==> src/rtl/text_defs_pkg.sv <==
// ---------------------------------------------------------------------------
// text_defs
//   Shared definitions for the on-screen text write path: default screen
//   geometry, the blank glyph code, the ASCII control characters the cursor
//   logic reacts to, the writer state encoding and the decoded-byte bundle
//   produced by ascii_to_glyph.
// ---------------------------------------------------------------------------
package text_defs;

  // Default character grid geometry
  localparam int COLS_DEF = 16;
  localparam int ROWS_DEF = 4;

  // Glyph code of ASCII space; used for clearing and for backspace erase
  localparam logic [5:0] BLANK_CODE = 6'd0;

  // ASCII characters with special meaning to the cursor logic
  localparam logic [7:0] CHR_LF = 8'h0A;
  localparam logic [7:0] CHR_CR = 8'h0D;
  localparam logic [7:0] CHR_BS = 8'h08;
  localparam logic [7:0] CHR_SP = 8'h20;

  // Writer state encoding
  typedef enum logic {
    ST_IDLE  = 1'b0,
    ST_CLEAR = 1'b1
  } state_t;

  // Classification of one input byte
  typedef struct packed {
    logic       printable;
    logic       is_lf;
    logic       is_cr;
    logic       is_bs;
    logic [5:0] code;
  } glyph_t;

endpackage

==> src/rtl/ascii_to_glyph.sv <==
// ---------------------------------------------------------------------------
// ascii_to_glyph
//   Purely combinational byte classifier. Maps ASCII 0x20..0x5F onto glyph
//   codes 0..63, folds lower case 0x61..0x7A onto the upper-case glyphs and
//   flags the three control characters the cursor logic handles.
//   Ports:
//     in_byte : ASCII byte
//     glyph   : {printable, is_lf, is_cr, is_bs, code[5:0]}
// ---------------------------------------------------------------------------
module ascii_to_glyph
  import text_defs::*;
(
  input  logic [7:0] in_byte,
  output glyph_t     glyph
);

  logic [7:0] shifted;

  // The printable window starts at space, so every glyph code is the byte
  // minus 0x20; lower case needs one further 0x20 to land on upper case.
  always_comb begin
    glyph   = '0;
    shifted = '0;
    if (in_byte >= CHR_SP && in_byte <= 8'h5F) begin
      shifted         = in_byte - CHR_SP;
      glyph.printable = 1'b1;
      glyph.code      = shifted[5:0];
    end else if (in_byte >= 8'h61 && in_byte <= 8'h7A) begin
      shifted         = in_byte - 8'h40;
      glyph.printable = 1'b1;
      glyph.code      = shifted[5:0];
    end
    glyph.is_lf = (in_byte == CHR_LF);
    glyph.is_cr = (in_byte == CHR_CR);
    glyph.is_bs = (in_byte == CHR_BS);
  end

endmodule

==> src/rtl/text_buffer_writer.sv <==
// ---------------------------------------------------------------------------
// text_buffer_writer
//   Write side of the text path. Accepts ASCII bytes over valid/ready,
//   writes glyph codes into the character buffer RAM at the text cursor and
//   owns cursor movement (advance, wrap, newline, carriage return,
//   backspace). After reset and on clear_req it sweeps the whole buffer with
//   blank glyphs, one write per cycle.
//   Ports:
//     clk, rst           : clock, asynchronous active-low reset
//     in_valid, in_data  : ASCII byte stream
//     in_ready           : byte accepted when in_valid && in_ready
//     clear_req          : one-cycle pulse that (re)starts a full clear
//     wr_en/addr/data    : buffer write port (addr = row*COLS + col)
//     cur_col, cur_row   : text cursor
//     busy               : high while clearing
// ---------------------------------------------------------------------------
module text_buffer_writer #(
  parameter int         COLS       = text_defs::COLS_DEF,
  parameter int         ROWS       = text_defs::ROWS_DEF,
  parameter int         ADDR_W     = $clog2(COLS*ROWS),
  parameter logic [5:0] BLANK_CODE = text_defs::BLANK_CODE
) (
  input  logic                    clk,
  input  logic                    rst,
  input  logic                    in_valid,
  input  logic [7:0]              in_data,
  output logic                    in_ready,
  input  logic                    clear_req,
  output logic                    wr_en,
  output logic [ADDR_W-1:0]       wr_addr,
  output logic [5:0]              wr_data,
  output logic [$clog2(COLS)-1:0] cur_col,
  output logic [$clog2(ROWS)-1:0] cur_row,
  output logic                    busy
);

  import text_defs::*;

  localparam int COL_W = $clog2(COLS);
  localparam int ROW_W = $clog2(ROWS);

  localparam logic [COL_W-1:0]  COL_MAX   = COL_W'(COLS - 1);
  localparam logic [ROW_W-1:0]  ROW_MAX   = ROW_W'(ROWS - 1);
  localparam logic [ADDR_W-1:0] LAST_ADDR = ADDR_W'(COLS*ROWS - 1);

  state_t            state;
  logic [ADDR_W-1:0] clr_cnt;
  glyph_t            glyph;

  logic [COL_W-1:0]  adv_col;
  logic [ROW_W-1:0]  adv_row;
  logic [ROW_W-1:0]  next_row;
  logic [COL_W-1:0]  bs_col;
  logic [ROW_W-1:0]  bs_row;
  logic              at_origin;

  ascii_to_glyph u_decode (
    .in_byte (in_data),
    .glyph   (glyph)
  );

  // Buffer address of a cursor position
  function automatic logic [ADDR_W-1:0] pos_addr(input logic [ROW_W-1:0] row,
                                                 input logic [COL_W-1:0] col);
    return ADDR_W'(row) * ADDR_W'(COLS) + ADDR_W'(col);
  endfunction

  assign busy     = (state == ST_CLEAR);
  assign in_ready = (state == ST_IDLE) && !clear_req;

  // Candidate cursor positions for each kind of byte. Rows wrap back to the
  // top instead of scrolling; backspace at column 0 climbs to the end of the
  // previous row.
  always_comb begin
    next_row  = (cur_row == ROW_MAX) ? '0 : cur_row + 1'b1;
    adv_col   = (cur_col == COL_MAX) ? '0 : cur_col + 1'b1;
    adv_row   = (cur_col == COL_MAX) ? next_row : cur_row;
    at_origin = (cur_col == '0) && (cur_row == '0);
    if (cur_col != '0) begin
      bs_col = cur_col - 1'b1;
      bs_row = cur_row;
    end else begin
      bs_col = COL_MAX;
      bs_row = cur_row - 1'b1;
    end
  end

  // Clear sweep and byte handling. A clear request always wins over a byte
  // in the same cycle (in_ready is already low), and re-requesting during a
  // sweep restarts it from address 0.
  always_ff @(posedge clk or negedge rst) begin
    if (!rst) begin
      state   <= ST_CLEAR;
      clr_cnt <= '0;
      wr_en   <= 1'b0;
      wr_addr <= '0;
      wr_data <= '0;
      cur_col <= '0;
      cur_row <= '0;
    end else begin
      case (state)
        ST_CLEAR: begin
          if (clear_req) begin
            clr_cnt <= '0;
            wr_en   <= 1'b0;
          end else begin
            wr_en   <= 1'b1;
            wr_addr <= clr_cnt;
            wr_data <= BLANK_CODE;
            clr_cnt <= clr_cnt + 1'b1;
            if (clr_cnt == LAST_ADDR) begin
              state   <= ST_IDLE;
              clr_cnt <= '0;
              cur_col <= '0;
              cur_row <= '0;
            end
          end
        end

        ST_IDLE: begin
          wr_en <= 1'b0;
          if (clear_req) begin
            state   <= ST_CLEAR;
            clr_cnt <= '0;
          end else if (in_valid) begin
            if (glyph.printable) begin
              wr_en   <= 1'b1;
              wr_addr <= pos_addr(cur_row, cur_col);
              wr_data <= glyph.code;
              cur_col <= adv_col;
              cur_row <= adv_row;
            end else if (glyph.is_lf) begin
              cur_col <= '0;
              cur_row <= next_row;
            end else if (glyph.is_cr) begin
              cur_col <= '0;
            end else if (glyph.is_bs && !at_origin) begin
              wr_en   <= 1'b1;
              wr_addr <= pos_addr(bs_row, bs_col);
              wr_data <= BLANK_CODE;
              cur_col <= bs_col;
              cur_row <= bs_row;
            end
          end
        end

        default: state <= ST_CLEAR;
      endcase
    end
  end

endmodule

==> config.mk <==
export PLATFORM = sky130hd
export DESIGN_NAME = text_buffer_writer
export DESIGN_NICKNAME = d
export VERILOG_FILES = /design/src/rtl/text_defs_pkg.sv /design/src/rtl/ascii_to_glyph.sv /design/src/rtl/text_buffer_writer.sv
export SDC_FILE = /design/constraint.sdc
export NUM_CORES = 1
export LEC_CHECK = 0
export CORE_ASPECT_RATIO = 1.4
export CORE_MARGIN = 2
export CORE_UTILIZATION = 33
export DETAILED_ROUTE_END_ITERATION = 16
export DONT_BUFFER_PORTS = 1
export HOLD_SLACK_MARGIN = 0.06
export PLACE_DENSITY = 0.54
export SLEW_MARGIN = 40
export SYNTH_ARGS = -nofsm -noshare
export SYNTH_HDL_FRONTEND = slang
export SYNTH_SLANG_ARGS = --single-unit
export TNS_END_PERCENT = 1
==> constraint.sdc <==
create_clock -name clk -period 3.8 [get_ports clk]
set_clock_uncertainty 0.05 [all_clocks]
set_input_delay 0.76 -clock clk [delete_from_list [all_inputs] [get_ports clk]]
set_output_delay 0.76 -clock clk [all_outputs]
set_load 0.01 [all_outputs]
Word-level counts from Yosys, hierarchy flattened:

Index checks and enable logic that the tools add are counted.
Widths: inputs -> output; s select.

* $add $sub $neg: 9
* div/mod/pow operators: 0
* multiplexer cells: 59
* reductions and logical operators: 13
* eq/ne operators: 18
* shift operators: 0
* bitwise logic cells: 1
* $mul: 0
* order comparisons: 4

Operators with widths (number)
* $mux 6: 19
* $mux 4: 10
* $pmux 6 s2: 3
* $eq 8x4->1 const B: 3
* $mux 2: 11
* $le 8x7->1 const B: 2
* $add 6x4->6: 2
* $mux 1: 12
* $ge 8x6->1 const B: 1
* $ge 8x7->1 const B: 1
* $ne 2x2->1 const B: 4
* $pmux 4 s2: 1
* $reduce_and 7->1: 1
* $add 6x1->6 const B: 1
* $eq 6x6->1 const B: 1
* $ne 3x2->1 const B: 2
* $ne 3x3->1 const B: 2
* $reduce_and 6->1: 1
* $sub 6x1->6 const B: 1
* $sub 6x6->6 const B: 1
* $logic_and 1x1->1: 5
* $ne 5x4->1 const B: 1
* $reduce_and 5->1: 1
* $add 4x1->4 const B: 1
* other kinds (15): 17

* memories: 0
* bits in writable memories: 0
* ROM bits: 0
* bits in latches: 0
* input port bits: 12
* register bits after elaboration: 26

Longest topological paths before layout:

Gate-level depths: netlist (run 1).

* depth in word-level cells: 11
* depth in mapped cells: 10
* gate-level depth less buffers: 8

Hierarchy:

Synthesis (run 1) repeated with hierarchy kept, for this count alone.

* cell total of the unflattened synthesis: 209
* area total of the unflattened synthesis: 1928.1 um^2

Modules (own cells, without submodules)
* text_buffer_writer: times used 1, area each 1725.4 um^2, cells each 182
* ascii_to_glyph: times used 1, area each 202.7 um^2, cells each 27

Least setup slack after synthesis (run 1):

No wires, ideal clock.

* path kind: register to register
* start point: register cur_col[0]
* end point: register wr_addr[4]
* path slack: 1.662 ns
* required time: 3.612 ns
* stages on the path, launching flop included: 10
* period minus slack after synthesis: 2.138 ns
* arrival time: 1.950 ns
* library setup time: 0.138 ns
* path buffers: 1
* cell sequence: dfrtp_1 > inv_1 > ha_1 > nor3b_4 > nand2_1 > a41oi_1 > a21o_1 > buf_6 > or2_1 > o221ai_1

* word-level cells in the longest chain between the ends: 10
* elaborated cells on any way between the ends: 19
* classes of those cells: add/sub: 3; eq/ne: 1; mux: 9; reduce/logical: 6

Ends and longest elaborated chain
* start: declaration: line text_buffer_writer.sv:32 `output logic [$clog2(COLS)-1:0] cur_col,`
* start signal: assignment: line text_buffer_writer.sv:130 `cur_col <= adv_col;`
* start signal: assignment: line text_buffer_writer.sv:141 `cur_col <= bs_col;`
* $sub 4x1->4 / $reduce_bool 4->1 (equally long branches): line text_buffer_writer.sv:80, text_buffer_writer.sv:79
* $mux 4 / $mux 2 (equally long branches): line text_buffer_writer.sv:79 `if (cur_col != '0) begin`
* $add 6x4->6: line text_buffer_writer.sv:65 `return ADDR_W'(row) * ADDR_W'(COLS) + ADDR_W'(col);`
* $mux 6: line text_buffer_writer.sv:137 `end else if (glyph.is_bs && !at_origin) begin`
* $mux 6: line text_buffer_writer.sv:135 `end else if (glyph.is_cr) begin`
* $mux 6: line text_buffer_writer.sv:132 `end else if (glyph.is_lf) begin`
* $mux 6: line text_buffer_writer.sv:126 `if (glyph.printable) begin`
* $mux 6: line text_buffer_writer.sv:125 `end else if (in_valid) begin`
* $mux 6: line text_buffer_writer.sv:122 `if (clear_req) begin`
* $pmux 6 s2: line text_buffer_writer.sv:101 `case (state)`
* end signal: assignment: line text_buffer_writer.sv:108 `wr_addr <= clr_cnt;`
* end signal: assignment: line text_buffer_writer.sv:128 `wr_addr <= pos_addr(cur_row, cur_col);`
* end signal: assignment: line text_buffer_writer.sv:139 `wr_addr <= pos_addr(bs_row, bs_col);`
* end: declaration: line text_buffer_writer.sv:30 `output logic [ADDR_W-1:0] wr_addr,`

Several ways; a longest one is shown, not always the timed one. The select of a mux whose other input is x is not followed.
A chain may end at the register's enable or synchronous reset.

Worst setup path in the final report (run 1):

* start point: register cur_col[0]
* end point: register wr_addr[3]

* word-level cells in the longest chain between the ends: 10
* elaborated cells on any way between the ends: 18
* classes of those cells: add/sub: 3; eq/ne: 1; mux: 8; reduce/logical: 6

Ends and longest elaborated chain (line)
* $sub 4x1->4 / $reduce_bool 4->1 (equally long branches): text_buffer_writer.sv:80, text_buffer_writer.sv:79
* $mux 4: text_buffer_writer.sv:79
* $add 6x4->6: text_buffer_writer.sv:65
* $mux 6: text_buffer_writer.sv:137
* $mux 6: text_buffer_writer.sv:135
* $mux 6: text_buffer_writer.sv:132
* $mux 6: text_buffer_writer.sv:126
* $mux 6: text_buffer_writer.sv:125
* $mux 6: text_buffer_writer.sv:122
* $pmux 6 s2: text_buffer_writer.sv:101

Several ways; a longest one is shown, not always the timed one. The select of a mux whose other input is x is not followed.

==> results of run 1 <==
[power groups by stage]
| stage | clock network, mW | registers [mW] | logic, mW |
|---|---|---|---|
| 4_1_cts | 0.189 | 0.294 | 0.0489 |
| 3_3_place_gp | 0 | 0.299 | 0.0487 |
| 6_report | 0.182 | 0.294 | 0.0484 |
| 2_1_floorplan | 0 | 0.296 | 0.0462 |
| 3_5_place_dp | 0 | 0.300 | 0.0484 |
| 5_1_grt | 0.200 | 0.295 | 0.0550 |
[synthesized netlist by cell type (2+ instances only)]
library cell	count	area share (%)
nand2_1	30	6.6
dfrtp_1	25	37
nor2_1	15	3.3
o21ai_0	12	3.5
inv_1	8	1.8
mux2i_1	7	4.1
nor3_1	6	1.8
a211oi_2	5	3.7
a21oi_1	5	1.5
ha_1	5	3.7
mux2_2	5	3.3
clkbuf_1	4	0.88
nand3_1	4	1.2
o31ai_1	4	1.8
xnor2_1	4	2.0
a211oi_1	3	1.3
buf_4	3	1.3
buf_6	3	2.0
o211ai_1	3	1.3
xor2_1	3	1.5
a31o_2	2	1.0
a31oi_1	2	0.73
a41oi_1	2	1.0
and3_1	2	0.73
nand2b_1	2	0.73
o221ai_1	2	1.0
or2_1	2	0.73
[flip-flops by register name, summed over array words and instances, names as in the netlist]
signal and cells:
cur_row 2, wr_en 1, wr_addr 6, busy 1
cur_col 4, wr_data 6, clr_cnt 6
[cell families (layout without fill, tap and decap cells)]
family / after synthesis / count (layout)
muxes: 12 / 12
AOI/OAI and AO/OA: 48 / 48
and+or+nand+nor: 70 / 70
DFF: 26 / 26
buffers and inverters: 19 / 14
adders and majority gates: 5 / 5
xor gates and xnor gates: 7 / 7
[metal layers]
metal	up-vias	global-route usage, %	part of all wire, %
met2	33	28.1	53
met4	0	5.80	1.6
met5	-	0	0
li1	656	-	-
met3	5	2.27	5.0
met1	663	16.4	41
[worst min-delay path by stage]
stage                     cells past startpoint    endpoint  start
after floorplan                               0  clr_cnt[0]    rst
after global placement                        0  cur_col[2]    rst
after detailed placement                      0  cur_col[2]    rst
after CTS                                     0  wr_data[2]    rst
after global routing                          0  cur_row[1]    rst
final                                         0  cur_col[2]    rst
[layout make-up]
| type | count | share of cell area, % |
|---|---|---|
| multi-input combinational | 142 | 53.5 |
| sequential | 26 | 36.5 |
| tap | 66 | 4.62 |
| clock buffer | 4 | 3.08 |
| inverter | 9 | 1.89 |
| timing repair buffer | 1 | 0.420 |
[stage by stage]
step                      setup WS, ps  instance area [sq um]  hold WS [ps]  util, %  power [mW]
after floorplan                   1660                   1710           414        -       0.343
after global placement            1010                   1730           415     34.1       0.348
after detailed placement           996                   1730           415     34.1       0.348
after CTS                          972                   1790           111     35.2       0.532
after global routing               691                   1790          98.7     35.2       0.550
final                             1010                   1790           119     35.2       0.524
==> results by group, run 1 <==
Clocking
  – Clock tree from TritonCTS: built
  – Reg clk slew, reported paths: 90 ps
  – Post-CTS Setup Bufs: 0
  – CTS Buf Count: 3
  – Clk_lat worst skew: around 270 ps
  – Root Buffer: clkbuf_8
  – Post-cts resize count: 0
  – Longest Clk Path Bufs: 2
  – CTS Hold Bufs: 0
  – Clk sinks: 26
  – CTS HTree Levels: 1

Synthesis
  – Post-Synth Adder-Cell Area: 3.65%
  – Post-synth EDFFs: 0
  – Largest family of logic cells by synthesized area: compound AO/OA/AOI/OAI gates
  – Mux cell area share after synthesis: 7.38%
  – XOR/XNOR Fraction of Synth Area: 3.58%
  – Post-synthesis register bit count: 26
  – Most used DFF post-synth: dfrtp_1
  – Avg Synthesized Cell Area: 9.16 sq um
  – Post-synthesis sequential area ratio: about two fifths
  – Synth warn: 0
  – Netlist Area Pre-Place: 0.00171 sq mm
  – Compound-Gate Fraction of Synth Area: a little over a fifth
  – Post-synthesis cell type count: between 40 and 50
  – FFs w/ async S/R, synth: 100%
  – Synth Area in Simple Gates: 19.9%
  – Syn nets: 204
  – Syn Inst Count: 187

Drt
  – DRT iter0 DRCs: 40
  – DRC errors left: 0
  – Drt pass-1 iters: 5
  – Vias: 1357
  – WL per Instance: 16.0 microns
  – WL final: 3960 microns
  – DR vias/cell: ~5.5
  – DRT antenna net count: 0

Worst setup path
  – Worst-path fanout max: 20
  – Slowest CP cell: a21o_1
  – CP Capture Type: flip-flop
  – R2R depth: 8
  – CP Depth: 8
  – Reg-to-reg setup timing slack: 1010 ps
  – Crit start category: flip-flop
  – Crit-path leading delay family: compound AO/OA/AOI/OAI gates
  – Worst setup path start: cur_col[0]
  – Max incr delay on CP: 550 ps
  – Worst path required time: approximately 3900 ps
  – Buf+Inv Stages, Crit Path: 2
  – Worst Path Class, Setup: flip-flop to flip-flop
  – Critical Path AT: 2910 ps
  – RR Endpoint: wr_addr[3]
  – Critical Path, Cell by Cell: inv_1 > ha_1 > nor3b_4 > nand2_1 > a41oi_1 > a21o_1 > inv_2 > mux2_2
  – Reg-to-Reg Start: cur_col[0]
  – CP endpoint: wr_addr[3]

Global routing
  – GRT Resource Usage Total: roughly 15%
  – Initial antenna violation count: 0
  – First-pass GRT wire length: 6610 microns
  – Vias in the first global route: 1401
  – Maximum number of pins on one net before global-route repair: 27
  – GR Overflow Total: 0

Power and ir drop
  – Comb pwr share: about 9.2%
  – Clk pwr share: 34.8%
  – Net Sw Frac: 24.3%
  – Switch Pwr: approximately 130 uW
  – Int Power: 397 uW
  – Power Dens Cells: approximately 290 mW/mm^2
  – Highest ir drop seen on vdd: 0.0980 mV
  – Sequential power share: between 50% and 60%
  – Static Leak: 0.733 nW

STA
  – Final Setup Violations: 0
  – Fin crit share: 73.4%
  – Final min period: 2790 ps
  – Setup TNS Final: 0 ps
  – Fin. max-slew vios: 0
  – Max_slew headroom: 62.2%
  – RSZ-0062 raised after global routing: no
  – Final Hold Fails: 0
  – Fmax: between 0.3 and 0.4 GHz
  – Least-Margin Pin Slew: 568 ps

Finish
  – Layout net count: 200
  – Seq. cell area: between 600 and 700 sq um
  – Number of fill cells: 538
  – Area Overhead vs Synth: 4.31%
  – Share of cells above drive strength 1: between 10% and 20%
  – Diodes inserted: 0
  – Fin cells: around 250
  – Commonest non-fill, non-tap cell in the layout: nand2_1
  – Multi-input logic area: 956 sq um
  – Most frequent cells in the layout: 30 x nand2_1, 25 x dfrtp_1, 15 x nor2_1

Place
  – Placed cells: around 240
  – PortBufs: 0
  – Post-DP HPWL: 2910 microns
  – Final Wtd Congestion: 0.735

Floorplan
  – Io pins: 33
  – Initial Utilization: 33.7%
  – Die area: 0.00579 sq mm
  – Die H: between 80 and 90 microns
  – DIE WIDTH: 64.9 microns
  – Row count: 31
  – Core area: around 0.0051 sq mm

Flow run
  – Max-Cap Viols: 0

Run status
  – Status: completed

Hold path
  – Worst Hold Class: input pin to asynchronous set/reset pin
Power figures use the tool's default switching activity.
==> inputs of run 2 (changes only) <==
Settings changed: PLACE_DENSITY 0.54 to 0.55.
Clock period 3.8 ns to 2.3 ns, I/O delays scaled along.
==> run 2 against run 1 <==
Clock-buffer cell count unchanged. Clock power grew 69%. Global-route usage barely moved. Setup slack got worse by 810 ps. Critical endpoint is now cur_col[3]. Largest cell class unchanged.
==> results by group, run 2 (synthesis results as in run 1) <==
Run status
  – Status: completed

Flow run
  – Max-Cap Viols: 0

STA
  – Fmax: 0.476 GHz
  – Final Setup Violations: 0
  – Fin. max-slew vios: 0
  – Final min period: between 2000 and 2500 ps
  – Least-Margin Pin Slew: 526 ps
  – Final Hold Fails: 0
  – Setup TNS Final: 0 ps
  – Fin crit share: 91.4%
  – Max_slew headroom: 64.8%
  – RSZ-0062 raised after global routing: no
  – Final hold slack: approximately 180 ps

Floorplan
  – Io pins: 33
  – DIE WIDTH: 64.9 microns
  – Row count: 31
  – Die area: 0.00579 sq mm
  – Core area: 0.00508 sq mm
  – Die H: 89.2 microns
  – Initial Utilization: 33.7%

Drt
  – Vias: 1413
  – DRT antenna net count: 0
  – WL final: 4000 microns
  – DRT iter0 DRCs: 58
  – DR vias/cell: 5.33
  – Drt pass-1 iters: 4
  – WL per Instance: 15.1 microns
  – DRC errors left: 0

Clocking
  – CTS HTree Levels: 1
  – Clk_lat worst skew: ~280 ps
  – Reg clk slew, reported paths: 100 ps
  – Post-cts resize count: 0
  – Clock tree from TritonCTS: built
  – Clk sinks: 26
  – Root Buffer: clkbuf_8
  – Longest Clk Path Bufs: 2
  – CTS Buf Count: 3

Power and ir drop
  – Net Sw Frac: 25.5%
  – Comb pwr share: 12.0%
  – Highest ir drop seen on vdd: 0.183 mV
  – Sequential power share: 53.8%
  – Int Power: 669 uW
  – Clk pwr share: 34.3%
  – Static Leak: 0.819 nW
  – Switch Pwr: 229 uW
  – Power Dens Cells: 466 mW/mm^2

Global routing
  – Maximum number of pins on one net before global-route repair: 27
  – First-pass GRT wire length: 6650 microns
  – GRT Resource Usage Total: around 15%
  – GR Overflow Total: 0
  – Vias in the first global route: 1416
  – Initial antenna violation count: 0

Worst setup path
  – RR Endpoint: cur_col[3]
  – Slowest CP cell: a31o_1
  – Reg-to-Reg Start: cur_col[1]
  – Max incr delay on CP: ~400 ps
  – Critical Path, Cell by Cell: inv_1 > ha_1 > nor3b_4 > nand2_1 > a41oi_1 > a31o_1 > a21oi_1 > o32ai_2
  – Crit start category: flip-flop
  – Critical Path AT: 2230 ps
  – R2R depth: 8
  – Reg-to-reg setup timing slack: 200 ps
  – Worst path required time: around 2400 ps
  – CP Capture Type: flip-flop
  – Worst-path fanout max: 8
  – Worst Path Class, Setup: flip-flop to flip-flop

Place
  – Placed cells: roughly 260
  – Final Wtd Congestion: 0.783
  – PortBufs: 0
  – Post-DP HPWL: about 3100 microns

Finish
  – Most frequent cells in the layout: 30 x nand2_1, 25 x dfrtp_1, 16 x buf_4
  – Final Util: between 30% and 40%
  – Area Overhead vs Synth: 12.6%
  – Largest registers: clr_cnt: 6 flops, wr_addr: 6 flops, wr_data: 6 flops
  – Commonest non-fill, non-tap cell in the layout: nand2_1
  – Share of cells above drive strength 1: 20.1%
  – Diodes inserted: 0
  – Fin cells: 265
  – Layout net count: approximately 220

Hold path
  – Worst Hold Depth: 1
  – Hold endpoint: clr_cnt[2]
  – Worst Hold Class: input pin to flip-flop
  – Hold_sp: clear_req
-- run 2: changes by cell type in the layout (fill, tap and decap cells not counted), sizes merged --
cell         delta
buf            +16
dlygate4sd3     +1
-- run 2: worst max-delay path by stage --
stage,end,slack [ps],depth (start not counted),start
floorplan,wr_addr[4],160,9,cur_col[0]
global placement,wr_data[5],210,5,in_data[4]
detailed placement,wr_addr[0],210,8,cur_col[1]
CTS,wr_addr[0],190,8,cur_col[1]
global route,cur_col[3],30,8,cur_col[1]
finish,cur_col[3],200,8,cur_col[1]
-- run 2: repair_timing --
action,in CTS,in global routing
hold buffers,2,0
endpoints found under the hold margin,26,0
setup buffers,0,0
-- run 2: power groups by stage --
stage	sequential [mW]	combinational (mW)	clock, mW
4_1_cts	0.484	0.110	0.318
3_5_place_dp	0.493	0.0934	0
5_1_grt	0.485	0.120	0.338
3_3_place_gp	0.493	0.0934	0
2_1_floorplan	0.490	0.0763	0
6_report	0.483	0.107	0.308
-- run 2: routing by layer --
layer	GRT usage [%]	wire length (microns)	vias to the layer above	part of all wire (%)
li1	-	-	693	-
met1	16.9	1620	673	40
met5	0	0	-	0
met2	26.1	2040	38	51
met4	6.96	116	0	2.9
met3	3.53	231	9	5.8
-- run 2: cell type report --
cell class / count / area (sq um)
Clock buffer: 4 / 55.1
Fill cell: 537 / 3150
Inverter: 9 / 33.8
Multi-Input combinational cell: 142 / 956
Sequential cell: 26 / 652
Tap cell: 66 / 82.6
Timing Repair Buffer: 18 / 150
-- run 2: stage by stage --
step | cell area (sq um) | power, mW | setup slack (ps)
2_1_floorplan | 1710 | 0.566 | 162
3_3_place_gp | 1840 | 0.586 | 213
3_5_place_dp | 1840 | 0.586 | 212
4_1_cts | 1930 | 0.911 | 193
5_1_grt | 1930 | 0.942 | 30.5
6_report | 1930 | 0.898 | 199
-- run 2: worst max-delay path: cells and delay by family (launching register included) --
kind | cells | cell delay [ps]
compound gates | 4 | 1020
fa+ha+maj | 1 | 170
buf+inv | 1 | 90
flops | 1 | 380
simple gates | 2 | 280
